## src/rtl/tdm_mux_8x1.sv

```systemverilog
// tdm_mux_8x1: registered 8:1 time-division multiplexer (serializer).
// Captures one frame of 8 lanes on load, then presents one lane per accepted
// beat with its index on {s2,s1,s0}. All outputs are registered.
// Optional feature: define TDM_MUX_PARITY_EN to add output y_par = ^y.
module tdm_mux_8x1 #(
    parameter int unsigned WIDTH = 1
) (
    input  logic               clk,
    input  logic               rst,
    input  logic [8*WIDTH-1:0] d,
    input  logic               load,
    output logic               busy,
    output logic [WIDTH-1:0]   y,
    output logic               s2,
    output logic               s1,
    output logic               s0,
    output logic               y_valid,
    input  logic               y_ready,
    output logic               frame_start,
`ifdef TDM_MUX_PARITY_EN
    output logic               y_par,
`endif
    output logic               frame_done
);

    typedef enum logic [0:0] {StIdle, StSend} state_e;

    state_e           state_q;
    logic [2:0]       idx_q;
    logic [WIDTH-1:0] frame_q [8];

    logic [WIDTH-1:0] d_lanes [8];
    logic [2:0]       idx_next;
    logic [WIDTH-1:0] lane_next;
    logic             transfer;
    logic             last_beat;
    logic             start;
    logic             advance;
    logic             finish;

    // Split the flat frame input into lanes and decode the beat-level events.
    always_comb begin
        for (int k = 0; k < 8; k++) begin
            d_lanes[k] = d[k*WIDTH +: WIDTH];
        end
        idx_next  = idx_q + 3'd1;
        lane_next = frame_q[idx_next];
        transfer  = (state_q == StSend) && y_valid && y_ready;
        last_beat = transfer && (idx_q == 3'd7);
        // A new frame starts from idle, or back-to-back on the lane-7 transfer.
        start     = load && ((state_q == StIdle) || last_beat);
        advance   = transfer && (idx_q != 3'd7);
        finish    = last_beat && !load;
    end

    // FSM, frame storage and registered outputs.
    always_ff @(posedge clk or posedge rst) begin
        if (rst) begin
            state_q     <= StIdle;
            idx_q       <= 3'd0;
            for (int k = 0; k < 8; k++) begin
                frame_q[k] <= '0;
            end
            y           <= '0;
            {s2, s1, s0} <= 3'b000;
            y_valid     <= 1'b0;
            busy        <= 1'b0;
            frame_start <= 1'b0;
            frame_done  <= 1'b0;
`ifdef TDM_MUX_PARITY_EN
            y_par       <= 1'b0;
`endif
        end else begin
            // frame_done fires once per completed frame, even on a back-to-back restart.
            frame_done <= last_beat;
            if (start) begin
                state_q      <= StSend;
                idx_q        <= 3'd0;
                frame_q      <= d_lanes;
                y            <= d_lanes[0];
                {s2, s1, s0} <= 3'b000;
                y_valid      <= 1'b1;
                busy         <= 1'b1;
                frame_start  <= 1'b1;
`ifdef TDM_MUX_PARITY_EN
                y_par        <= ^d_lanes[0];
`endif
            end else if (advance) begin
                idx_q        <= idx_next;
                y            <= lane_next;
                {s2, s1, s0} <= idx_next;
                frame_start  <= 1'b0;
`ifdef TDM_MUX_PARITY_EN
                y_par        <= ^lane_next;
`endif
            end else if (finish) begin
                state_q      <= StIdle;
                idx_q        <= 3'd0;
                y            <= '0;
                {s2, s1, s0} <= 3'b000;
                y_valid      <= 1'b0;
                busy         <= 1'b0;
                frame_start  <= 1'b0;
`ifdef TDM_MUX_PARITY_EN
                y_par        <= 1'b0;
`endif
            end
            // Otherwise stalled or idle without load: hold everything.
        end
    end

endmodule

```

## config.mk

```make
export PLATFORM = sky130hd
export DESIGN_NAME = tdm_mux_8x1
export DESIGN_NICKNAME = d
export VERILOG_FILES = /design/src/rtl/tdm_mux_8x1.sv
export SDC_FILE = /design/constraint.sdc
export NUM_CORES = 1
export LEC_CHECK = 0
export ABC_CLOCK_PERIOD_IN_PS = 2000
export BUFFER_PORTS_ARGS = -buffer_cell sky130_fd_sc_hd__buf_2
export CAP_MARGIN = 0
export CORE_UTILIZATION = 24
export CTS_CLUSTER_DIAMETER = 200
export DETAILED_ROUTE_END_ITERATION = 7
export SYNTH_ARGS = -nofsm -noshare
export SYNTH_HDL_FRONTEND = slang
export SYNTH_SLANG_ARGS = --single-unit
```

## constraint.sdc

```tcl
create_clock -name clk -period 2 [get_ports clk]
set_input_delay 0.4 -clock clk [delete_from_list [all_inputs] [get_ports clk]]
set_output_delay 0.4 -clock clk [all_outputs]
set_load 0.02 [all_outputs]
```

# --- Yosys cells after proc, flatten, opt, wreduce, memory -nomap -nowiden ---
# Index checks and enable logic that the tools add are counted.
word_totals:
  out_inout_bits: 8
  word_cells: 52
  input_bits: 12
  regBits: 18
classes:
  eq_ne: 3
  reduce_logical: 10
  n_mux: 19
  addsub: 1
  magnitude_cmp: 1
  n_bitwise: 2
op_table:
  columns: ["cell", "count"]
  rows:
  - ["2-to-1 mux 1 bit", 15]
  - ["2-to-1 mux 3 bit", 3]
  - ["logical AND 1 bit", 5]
  - ["greater-or-equal comparator 4 bit (second input constant)", 1]
  - ["NOT 3 -> 4 bit", 1]
  - ["adder 3 x 1 -> 3 bit (second input constant)", 1]
  - ["binary-select mux 1 bit (select 3 bit)", 1]
  - ["equality test 3 bit (second input constant)", 1]
  - ["inequality test 3 bit (second input constant)", 1]
  - ["nonzero test 3 bit", 1]
  - ["inequality test 2 bit (second input constant)", 1]
  - ["AND reduction 2 bit", 1]
  - ["nonzero test 2 bit", 1]
  - ["logical NOT 1 bit", 1]
  - ["logical OR 1 bit", 1]
  - ["NOT 1 bit", 1]

# --- Logic depth before layout (Yosys ltp) ---
depth:
  word_depth: 7
  ltp_mapped: 5
  depth_no_buf: 5

# --- Worst setup path after synthesis ---
# No wires, ideal clock.
synth_path:
  kind: "flip-flop to flip-flop"
  from: "register, netlist name s0"
  to: "register frame_q[0] (netlist bit)"
  period_less_slack_ns: 1.710
  path_buffers: 0
  setup_ns: 0.125
  stages_incl_launch_ff: 6
  setup_slack_ns: 0.290
  required_ns: 1.875
  arrival_ns: 1.585
  cell_sequence: "dfrtp_1 -> ha_1 -> ha_1 -> a21bo_4 -> nand2_8 -> mux2_4"
synth_lines:
  columns: ["element", "line_no", "source"]
  rows:
  - ["end signal: assignment", "79", "frame_q <= d_lanes;"]
  - ["end: declaration", "30", "logic [WIDTH-1:0] frame_q [8];"]

==> flow_metrics.env <==
export IMPL_status="finished clean"
export IMPL_grt_setup_unrepaired="false"
export IMPL_place_area_um2=970
export IMPL_ios=20
export IMPL_vias=527
export IMPL_endpoint="y$_DFFE_PP0P_"
export IMPL_place_inst=125
export IMPL_rows=21
export IMPL_finalInstanceArea_um2=996
export IMPL_ys_seq_area_share_pct=44.4
export IMPL_syn_avg_cell_area_um2=13.4
export IMPL_r2r_start="s0$_DFFE_PP0P_"
export IMPL_layout_nets=98
export IMPL_clockBufferDepth=2
export IMPL_core_area_um2=3360
export IMPL_async_reset_ff_share_pct=100
export IMPL_drive_gt1_share_pct=45.8
export IMPL_syn_num_nets=77
export IMPL_powerDensity_nw_per_um2=1280
export IMPL_min_delay_path_class="in -> async"
export IMPL_ir_worst_vdd_mv=0.314
export IMPL_clk_pin_slew_ns=0.09
export IMPL_grt_pass1_vias=568
export IMPL_area_growth_pct=17.9
export IMPL_clock_skew_ns=0.00325
export IMPL_die_area_um2=3760
export IMPL_regToRegSetupSlack_ns=0.27
export IMPL_drt_first_iter_violations=8
export IMPL_route_detailed_vias_per_inst=4.09
export IMPL_hold_buffers=0
export IMPL_gp_congestion=0.795
export IMPL_slew_headroom_pct=62.5
export IMPL_ys_seq_elements=15
export IMPL_critical_path_class="reg -> reg"
export IMPL_power_mw=1.27
export IMPL_worstReg2RegEnd="y$_DFFE_PP0P_"
export IMPL_cp_arrival_ns=1.91
export IMPL_finalSetupTns_ns=0
export IMPL_final_cells=129
export IMPL_synth_edf_count=0
export IMPL_grtUsageTotal_pct=9.72
export IMPL_critPathLaunchType="register"
export IMPL_final_util_pct=29.6
export IMPL_critical_path_peak_fanout=8
export IMPL_die_width_um=61.3
export IMPL_worstSetupStartpoint="s0$_DFFE_PP0P_"
export IMPL_drc=0
export IMPL_min_period_ns=1.73
export IMPL_clockRootBuffer="clkbuf_4"
export IMPL_synth_ff_type="dfrtp_1"
export IMPL_crit_path_cell_trace="ha_1 -> mux2_2 -> o311ai_2 -> o31ai_2"
export IMPL_dp_slack_ns=0.269
export IMPL_gr_total_overflow=0
export IMPL_grt_max_degree=16
export IMPL_netlist_area_um2=845
export IMPL_cpPeakStageDelay_ns=0.48
export IMPL_final_antenna_net_count=0
export IMPL_postCtsSetupBuffers=0
export IMPL_max_cap_viol_count=0
export IMPL_synth_cell_type_count=26
export IMPL_clk_latency_ns=0.29
export IMPL_worstPathRequired_ns=2.18
export IMPL_finalSetupViolations=0
export IMPL_wire_per_inst_um=11.2
export IMPL_netlist_instances=63
export IMPL_cts_buffers=3
export IMPL_die_h_um=61.3
export IMPL_reg2reg_depth=4
export IMPL_tritoncts="done"
export IMPL_worstMarginPinSlew_ns=0.562
export IMPL_cts_resized=0
export IMPL_drv_slew=0
export IMPL_firstDrtPassIters=4
export IMPL_worst_slack_ns=0.271
export IMPL_io_buffers=19
export IMPL_grt_pass1_wl_um=2560
export IMPL_fmax_mhz=578
export IMPL_timing_hold_ws_ns=0.140
export IMPL_p_leak_nw=0.507
export IMPL_crit_slowest_cell="dfrtp_1"
export IMPL_totalWireLength_um=1450
export IMPL_yosysWarnings=0
export IMPL_cts_sinks=15
export IMPL_hold_viol=0
export IMPL_ctsHtreeMaxLevel=1
export IMPL_fin_crit_sh_pct=86.5
export IMPL_worstSetupEndpointType="register"
export IMPL_antenna_found_initial=0
export IMPL_diodes=0
export IMPL_initial_core_util_pct=25.1
## critical path: cells and delay by family, from the launching register on
kind	cells	cell delay [ns]
AOI/OAI and AO/OA	2	0.31
DFF	1	0.48
muxes	1	0.38
adders and majority gates	1	0.45
## metal layers
metal	GRT usage (%)	part of all wire, %
met1	11.9	47
met3	2.52	3.2
met2	15.4	47
met4	5.84	2.5
met5	0	0
## power breakdown
| group | internal, mW | switching, mW |
|---|---|---|
| Sequential | 0.423 | 0.0820 |
| Clock | 0.0777 | 0.103 |
| Combinational | 0.328 | 0.258 |
## worst min path at each step
stage / cells past startpoint / to / slack, ns / start
final: 2 / state_q$_DFFE_PP0P_ / 0.14 / rst
after global routing: 2 / state_q$_DFFE_PP0P_ / 0.21 / rst
after CTS: 2 / state_q$_DFFE_PP0P_ / 0.18 / rst
after detailed placement: 2 / frame_q[7]$_DFFE_PP0N_ / 0.49 / rst
after global placement: 2 / frame_q[5]$_DFFE_PP0N_ / 0.48 / rst
after floorplan: 1 / frame_done$_DFF_PP0_ / 0.30 / rst
## flip-flops by register name (all words and copies together), names as in the netlist
| name | count |
|---|---|
| s2 | 1 |
| frame_start | 1 |
| state_q | 1 |
| frame_q | 8 |
| y | 1 |
| s0 | 1 |
| s1 | 1 |
| frame_done | 1 |
## Yosys cell counts, types with 2 or more instances
| master | count | area [um2] |
|---|---|---|
| mux2_2 | 2 | 22.5 |
| ha_1 | 2 | 25.0 |
| inv_1 | 3 | 11.3 |
| nand2b_1 | 5 | 31.3 |
| buf_6 | 2 | 22.5 |
| mux2i_1 | 6 | 60.1 |
| dfrtp_1 | 15 | 375 |
| mux2_4 | 8 | 120 |
| nor2b_1 | 2 | 12.5 |
| a21oi_1 | 2 | 10.0 |
## logic make-up after synthesis
| kind of cell | share of synthesized area (%) |
|---|---|
| multiplexers | 25.3 |
| flip-flops | 44.4 |
| AND/OR/NAND/NOR | 12.4 |
| AO/OA/AOI/OAI | 9.34 |
| buffers and inverters | 5.48 |
| adder cells (fa/ha/maj) | 2.96 |
## area by class of cell
type,count,area (um2)
Clock buffer,4,26.3
Multi-Input combinational cell,41,423
Timing Repair Buffer,20,103
Inverter,3,11.3
Tap cell,46,57.6
Fill cell,366,2370
Sequential cell,15,375
## cell usage in the layout, fill, tap and decap left out, types with 2 or more instances in the layout
cell type  Yosys  layout
mux2_4         8       8
mux2i_1        6       6
dfrtp_1       15      15
mux2_2         2       2
a21oi_1        2       2
clkbuf_4       0       3
inv_1          3       3
nor2b_1        2       2
ha_1           2       2
buf_2          1      19
nand2b_1       5       5
Power figures use the tool's default switching activity.
